[src/rtl/wb_arbiter.sv]
// Write-back arbiter: five per-source FIFOs feeding the two register-file write ports,
// round-robin selected, with same-register suppression on port 1.
module wb_arbiter #(
    parameter int DATA_W = 32,
    parameter int ADDR_W = 5,
    parameter int DEPTH  = 2
) (
    input  logic                clk,
    input  logic                rst_n,
    input  logic [4:0]          src_valid,
    output logic [4:0]          src_ready,
    input  logic [5*ADDR_W-1:0] src_addr,
    input  logic [5*DATA_W-1:0] src_data,
    output logic                wr0_start,
    output logic [ADDR_W-1:0]   wr0_search,
    output logic [DATA_W-1:0]   wr0_data,
    output logic                wr1_start,
    output logic [ADDR_W-1:0]   wr1_search,
    output logic [DATA_W-1:0]   wr1_data,
    output logic                idle
);
    localparam int N     = 5;
    localparam int PTR_W = $clog2(DEPTH);
    localparam int CNT_W = $clog2(DEPTH + 1);

    logic [ADDR_W-1:0] mem_addr [N][DEPTH];
    logic [DATA_W-1:0] mem_data [N][DEPTH];
    logic [PTR_W-1:0]  rd_ptr   [N];
    logic [PTR_W-1:0]  wr_ptr   [N];
    logic [CNT_W-1:0]  count    [N];
    logic [2:0]        rr_ptr;

    logic [ADDR_W-1:0] head_addr [N];
    logic [DATA_W-1:0] head_data [N];
    logic [4:0]        push;
    logic [4:0]        pop;
    logic              g0_valid;
    logic              g1_valid;
    logic [2:0]        g0_src;
    logic [2:0]        g1_src;

    function automatic logic [2:0] wrap5(input logic [3:0] v);
        return (v >= 4'd5) ? 3'(v - 4'd5) : v[2:0];
    endfunction

    always_comb begin
        for (int i = 0; i < N; i++) begin
            head_addr[i] = mem_addr[i][rd_ptr[i]];
            head_data[i] = mem_data[i][rd_ptr[i]];
        end
    end

    // Port 0 scans from rr_ptr; port 1 continues after port 0 and is dropped
    // (not re-searched) when it would write the same register as port 0.
    always_comb begin
        logic [2:0] idx;
        idx      = '0;
        g0_valid = 1'b0;
        g0_src   = '0;
        g1_valid = 1'b0;
        g1_src   = '0;
        for (int k = 0; k < N; k++) begin
            idx = wrap5({1'b0, rr_ptr} + 4'(k));
            if (!g0_valid && count[idx] != '0) begin
                g0_valid = 1'b1;
                g0_src   = idx;
            end
        end
        for (int k = 1; k < N; k++) begin
            idx = wrap5({1'b0, g0_src} + 4'(k));
            if (g0_valid && !g1_valid && count[idx] != '0) begin
                g1_valid = 1'b1;
                g1_src   = idx;
            end
        end
        if (g1_valid && head_addr[g1_src] == head_addr[g0_src]) begin
            g1_valid = 1'b0;
        end
    end

    // Handshake: a beat transfers at a rising edge when src_valid[i] & src_ready[i];
    // ready depends only on the registered count, so a full FIFO refuses even while popped.
    always_comb begin
        idle = 1'b1;
        for (int i = 0; i < N; i++) begin
            src_ready[i] = rst_n && (count[i] < CNT_W'(DEPTH));
            pop[i]       = (g0_valid && g0_src == 3'(i)) || (g1_valid && g1_src == 3'(i));
            if (count[i] != '0) idle = 1'b0;
        end
        push = src_valid & src_ready;
    end

    always_ff @(posedge clk or negedge rst_n) begin
        if (!rst_n) begin
            for (int i = 0; i < N; i++) begin
                count[i]  <= '0;
                rd_ptr[i] <= '0;
                wr_ptr[i] <= '0;
            end
            rr_ptr <= '0;
        end else begin
            for (int i = 0; i < N; i++) begin
                if (push[i]) wr_ptr[i] <= wr_ptr[i] + PTR_W'(1);
                if (pop[i])  rd_ptr[i] <= rd_ptr[i] + PTR_W'(1);
                count[i] <= count[i] + CNT_W'(push[i]) - CNT_W'(pop[i]);
            end
            if (g1_valid) begin
                rr_ptr <= wrap5({1'b0, g1_src} + 4'd1);
            end else if (g0_valid) begin
                rr_ptr <= wrap5({1'b0, g0_src} + 4'd1);
            end
        end
    end

    always_ff @(posedge clk) begin
        for (int i = 0; i < N; i++) begin
            if (push[i]) begin
                mem_addr[i][wr_ptr[i]] <= src_addr[i*ADDR_W +: ADDR_W];
                mem_data[i][wr_ptr[i]] <= src_data[i*DATA_W +: DATA_W];
            end
        end
    end

    assign wr0_start  = g0_valid;
    assign wr0_search = g0_valid ? head_addr[g0_src] : '0;
    assign wr0_data   = g0_valid ? head_data[g0_src] : '0;
    assign wr1_start  = g1_valid;
    assign wr1_search = g1_valid ? head_addr[g1_src] : '0;
    assign wr1_data   = g1_valid ? head_data[g1_src] : '0;

endmodule
[config.mk]
export PLATFORM = sky130hd
export DESIGN_NAME = wb_arbiter
export DESIGN_NICKNAME = d
export VERILOG_FILES = /design/src/rtl/wb_arbiter.sv
export SDC_FILE = /design/constraint.sdc
export NUM_CORES = 1
export LEC_CHECK = 0
export ABC_AREA = 1
export ABC_CLOCK_PERIOD_IN_PS = 8200
export CORE_ASPECT_RATIO = 0.75
export CORE_MARGIN = 2
export CORE_UTILIZATION = 30
export CTS_CLUSTER_SIZE = 30
export DETAILED_ROUTE_END_ITERATION = 10
export SETUP_SLACK_MARGIN = 0.05
export SYNTH_ARGS = -nofsm -noshare
export SYNTH_HDL_FRONTEND = slang
export SYNTH_SLANG_ARGS = --single-unit
[constraint.sdc]
create_clock -name clk -period 8.2 [get_ports clk]
set_input_delay 1.23 -clock clk [delete_from_list [all_inputs] [get_ports clk]]
set_output_delay 1.23 -clock clk [all_outputs]
set_load 0.01 [all_outputs]
### Word-level counts from Yosys, hierarchy flattened

Memory sizes are Yosys's and may differ from the RTL's.
Cells that the tools add are included.

| cells by class | value |
|---|---|
| reduce and logical (&&, ||, !) cells | 61 |
| equality and inequality tests | 9 |
| multiplexer cells | 144 |
| add/subtract/negate cells | 39 |
| bitwise logic cells | 22 |
| magnitude comparators | 41 |

Operator list:

| cell | number |
|---|---|
| 2-to-1 mux 32 bit | 26 |
| 2-to-1 mux 64 bit | 5 |
| binary-select mux 32 bit (select 3 bit) | 2 |
| demux 32 bit (select 1 bit) | 5 |
| 2-to-1 mux 5 bit | 26 |
| 2-to-1 mux 3 bit | 21 |
| binary-select mux 2 bit (select 3 bit) | 9 |
| 2-to-1 mux 10 bit | 5 |
| >= comparator 4 bit, second input constant | 11 |
| inverter 3 -> 4 bit | 11 |
| >= comparator 4 x 3 -> 1 bit, second input constant | 9 |
| 2-to-1 mux 2 bit | 18 |
| logical AND 1 bit | 32 |
| binary-select mux 5 bit (select 3 bit) | 2 |
| nonzero test 2 bit | 15 |
| subtractor 3 bit, second input constant | 10 |
| demux 5 bit (select 1 bit) | 5 |
| >= comparator 2 bit, second input constant | 10 |
| 2-to-1 mux 1 bit | 20 |
| inverter 1 -> 2 bit | 10 |
| adder 3 x 2 -> 4 bit, second input constant | 4 |
| adder 3 x 1 -> 4 bit, second input constant | 3 |
| equality test 3 x 2 -> 1 bit, second input constant | 4 |
| adder 1 bit, second input constant | 10 |
| other kinds (13) | 43 |

| storage, ports and cells | value |
|---|---|
| bits of input ports | 192 |
| bits in registers | 23 |
| RAM bits | 370 |
| logic and storage cells | 334 |
| output and inout port bits | 82 |
| memories kept | 2 |

Memories:

| name | depth | width | rd ports | clocked after Yosys merged registers in | write ports | line | source |
|---|---|---|---|---|---|---|---|
| mem_data | 5 | 64 | 5 | 0 | 5 | 27 | `logic [DATA_W-1:0] mem_data [N][DEPTH];` |
| mem_addr | 5 | 10 | 5 | 0 | 5 | 26 | `logic [ADDR_W-1:0] mem_addr [N][DEPTH];` |

### Depth between registers and ports, before layout

| depth | value |
|---|---|
| depth after elaboration | 52 |
| mapped depth | 53 |
| mapped depth without buffers | 49 |

### Worst setup path after synthesis

OpenSTA, ideal clock, no wires.

| timing path | value |
|---|---|
| kind | reg-to-output |
| start | reg rr_ptr[0] |
| end | out wr1_data[0] |
| required time | 6.970 ns |
| arrival | 6.532 ns |
| slack | 0.438 ns |
| stages on the path, launching flop included | 46 |
| buffers on the path | 6 |
| path through | dfrtp_1 inv_2 ha_1 inv_1 fa_1 inv_1 nand2_1 nand3_1 nand3_1 nand2_1 inv_1 nand2_1 nand3_2 nand3_4 nor2_4 nand2_1 nand2_1 nor2_2 (+10 left out) nand3_1 o21bai_1 nand2_1 a21oi_2 inv_2 nand2_2 inv_1 nand3_1 nand3_4 buf_6 o31ai_2 nand2_1 nand2_1 nand2_1 nand3_4 nand3_4 buf_4 o22ai_1 |

| on the way | value |
|---|---|
| longest elaborated chain between the ends | 50 |
| elaborated cells on any way between the ends | 131 |
| those cells by class | add/sub: 17; order compare: 9; eq/ne: 1; mux: 65; bitwise: 11; reduce/logical: 28 |

Ends and longest elaborated chain:

| what | line | source |
|---|---|---|
| start: declaration | 31 | `logic [2:0] rr_ptr;` |
| start signal: assignment | 108 | `rr_ptr <= wrap5({1'b0, g1_src} + 4'd1);` |
| start signal: assignment | 110 | `rr_ptr <= wrap5({1'b0, g0_src} + 4'd1);` |
| branches (longest 49 deep; another with adder 3 x 1 -> 4 bit) | - |  |
| 2-to-1 mux 32 bit (*) | 129 | `assign wr1_data = g1_valid ? head_data[g1_src] : '0;` |
| end: declaration | 19 | `output logic [DATA_W-1:0] wr1_data,` |

Mark *: on every way between the ends. The select of a mux whose other input is x is not followed.

### Worst setup path in the final report

| timing path | value |
|---|---|
| start | reg rr_ptr[0] |
| end | out wr1_data[26] |

Same word-level chain as after synthesis.

==> out/metrics.cfg <==
[synth]
async_flop_share_pct = 5.85
syn_avg_cell_area_um2 = 9.57
yosysMostFrequentCell = nand2_1
ys_types = 47
synth_area_um2 = 20000
synthTopCellsByCount = 775 x nand2_1, 370 x edfxtp_1, 145 x nand3_1
yosys_warnings = 0
synthFlopType = edfxtp_1
synth_top_area_share_pct = 55.7
synth_seq_cells = 393
synth_fp_nets = 2314
synth_area_leaders = edfxtp_1 56%, nand2_1 15%, nand3_1 3.6%, o21ai_0 2.9%, dfrtp_1 2.9%
yosysTopAreaCell = edfxtp_1
synth_edf_count = 370
ys_seq_area_share_pct = 58.6
synthCells = 2086

[floorplanning]
ios = 274
fp.coreArea_um2 = 65500
dieArea_um2 = 68600
start_util_pct = 30.5
die-width_um = 302
die_y_um = 227
core.rowCount = 81

[place]
dp_hpwl_um = 59000
gp_congestion = 0.911
numPortBuffers = 273

[timing]
maxSlewViolCount = 0
tns_ns = 0
min_period_ns = 7.91
fin_skew_ns = 0.0258
slew_headroom_pct = 22.9
rsz0062_at_grt = true
hold-worst-slack_ns = 0.515
finalSetupViolations = 0
fmax_ghz = 0.126
finalCritPeriodShare_pct = 96.5
worst_pin_slew_ns = 1.15
finalHoldViolations = 0

[flow_run]
drv_cap = 0

[clock_network]
cts_buffer_depth = 3
cts_buffers = 45
clk_pin_slew_worst_paths_ns = 0.06
clock_latency_ns = 0.61
root_buffer = clkbuf_16
hold_buffers = 0
htreeDepth = 2
cts.sinks = 393
tritoncts = done

[critical_path]
reg2reg_slack_ns = 1.82
critPathRequiredTime_ns = 6.97
end_kind = output port
reg2reg_depth = 44
worstSetupStartpoint = rr_ptr[0]
critical_path_depth = 44
crit_arrival_ns = 6.68
crit_slowest_cell = fa_2
worst_setup_path_start_kind = register
r2r_start = rr_ptr[0]
cp_top_family = simple AND/OR/NAND/NOR gates
max_stage_delay_ns = 0.41
worstPathMaxFanout = 8
critical_path_buf_inv_count = 13
crit_type = register to output port

[detailed_routing]
drt-wirelength-per-cell_um = 24.3
wl_um = 81400
drtPass1Iterations = 6
drc = 0
postRouteAntennaNets = 0
viasPerCell = 5.18
vias = 17335
drt_iter0_markers = 1543

[cells_and_area]
syn2layout_area_growth_pct = 34.6
drive_above_1_share_pct = 17.4
nNetsFinal = 2664
final_util_pct = 41.0

[min_path]
hp-start = count[0]
worstHoldPathType = register to register
hold_depth = 1

[grt]
grt_pass1_vias = 16409
globalRoute.totalOverflow = 0
antenna_found_initial = 4
grt_max_degree = 67
grt_use_total_pct = 23.2
grt_pass1_wl_um = 115000

[run_status]
status = finished, final reports clean

==> path summary, 6_finish.rpt <==
check | end
worst min-delay path | count[0]
worst min register to register | count[0]
worst max register to register | count[9]
min in group asynchronous | count[7]
max in group asynchronous | rr_ptr[1]
worst max-delay path | wr1_data[26]
==> logic make-up (layout without fill, tap and decap cells) <==
family / after synthesis / in the layout / synth area share, %
other: 0 / 1 / 0
XOR/XNOR: 19 / 19 / 0.834
adder cells (fa/ha/maj): 36 / 36 / 2.33
AND/OR/NAND/NOR: 1131 / 1133 / 24.3
AO/OA/AOI/OAI: 258 / 258 / 7.61
buffers and inverters: 210 / 594 / 4.37
flip-flops: 393 / 393 / 58.6
multiplexers: 39 / 39 / 1.96
==> worst reg2reg max path: cells and delay by family (launching register included) <==
kind / cells / cell delay, ns
and+or+nand+nor: 23 / 2.55
adders and majority gates: 6 / 1.56
buffers and inverters: 10 / 1.03
AOI/OAI and AO/OA: 4 / 0.62
DFF: 1 / 0.40
xor gates and xnor gates: 1 / 0.12
==> final cells by class <==
type,count,area (um^2)
flip-flops and latches,393,11700
repair buffers,415,4000
clock buffers,49,1140
multi-input cells,1485,8120
diodes,1,2.50
fillers,6413,38600
well taps,871,1090
clock inverters,34,447
inverters,96,370
==> per-stage QoR <==
step | setup WS [ns] | cell area (um^2) | cells
after floorplan | 0.438 | 20000 | 2086
after global placement | -0.208 | 24200 | 3221
after detailed placement | -0.185 | 24200 | 3221
after CTS | 0.0400 | 26100 | 3315
after global routing | -0.0411 | 26900 | 3343
final | 0.286 | 26900 | 3344
==> metal layers <==
metal  track usage, %  part of all wire, %
met2             37.9                   47
met4             6.79                  2.9
met5                0                0.016
met1             31.7                   42
met3             4.13                  8.3
==> cells in the final DEF (no fill, tap or decap), drive strengths merged, types with 8 or more instances in the layout <==
master	instances
clkdlybuf4s50	235
buf	157
nor2	124
a31oi	27
clkbuf	55
ha	34
clkdlybuf4s15	10
a21oi	17
edfxtp	370
a41oi	10
o21ai	124
xnor2	12
inv	94
dfrtp	23
o22ai	65
mux2i	39
nand2	785
nand3	167
nand4	38
clkinv	21
clkinvlp	8
==> sequential cells by signal (all words and copies together) (netlist names) <==
name      count
count        10
mem_addr     50
mem_data    320
rd_ptr        5
rr_ptr        3
wr_ptr        5
==> timing repair <==
item | in CTS | in global routing
pin swaps | 6 | 51
gates resized for setup | 94 | 144
setup endpoints to repair | 38 | 38
cloned | 3 | 3
hold endpoints to repair | 0 | 0
setup buffers | 8 | 31
Power is not shown: default switching activity piles up to over one toggle a cycle in this logic, so the estimate is an artifact.
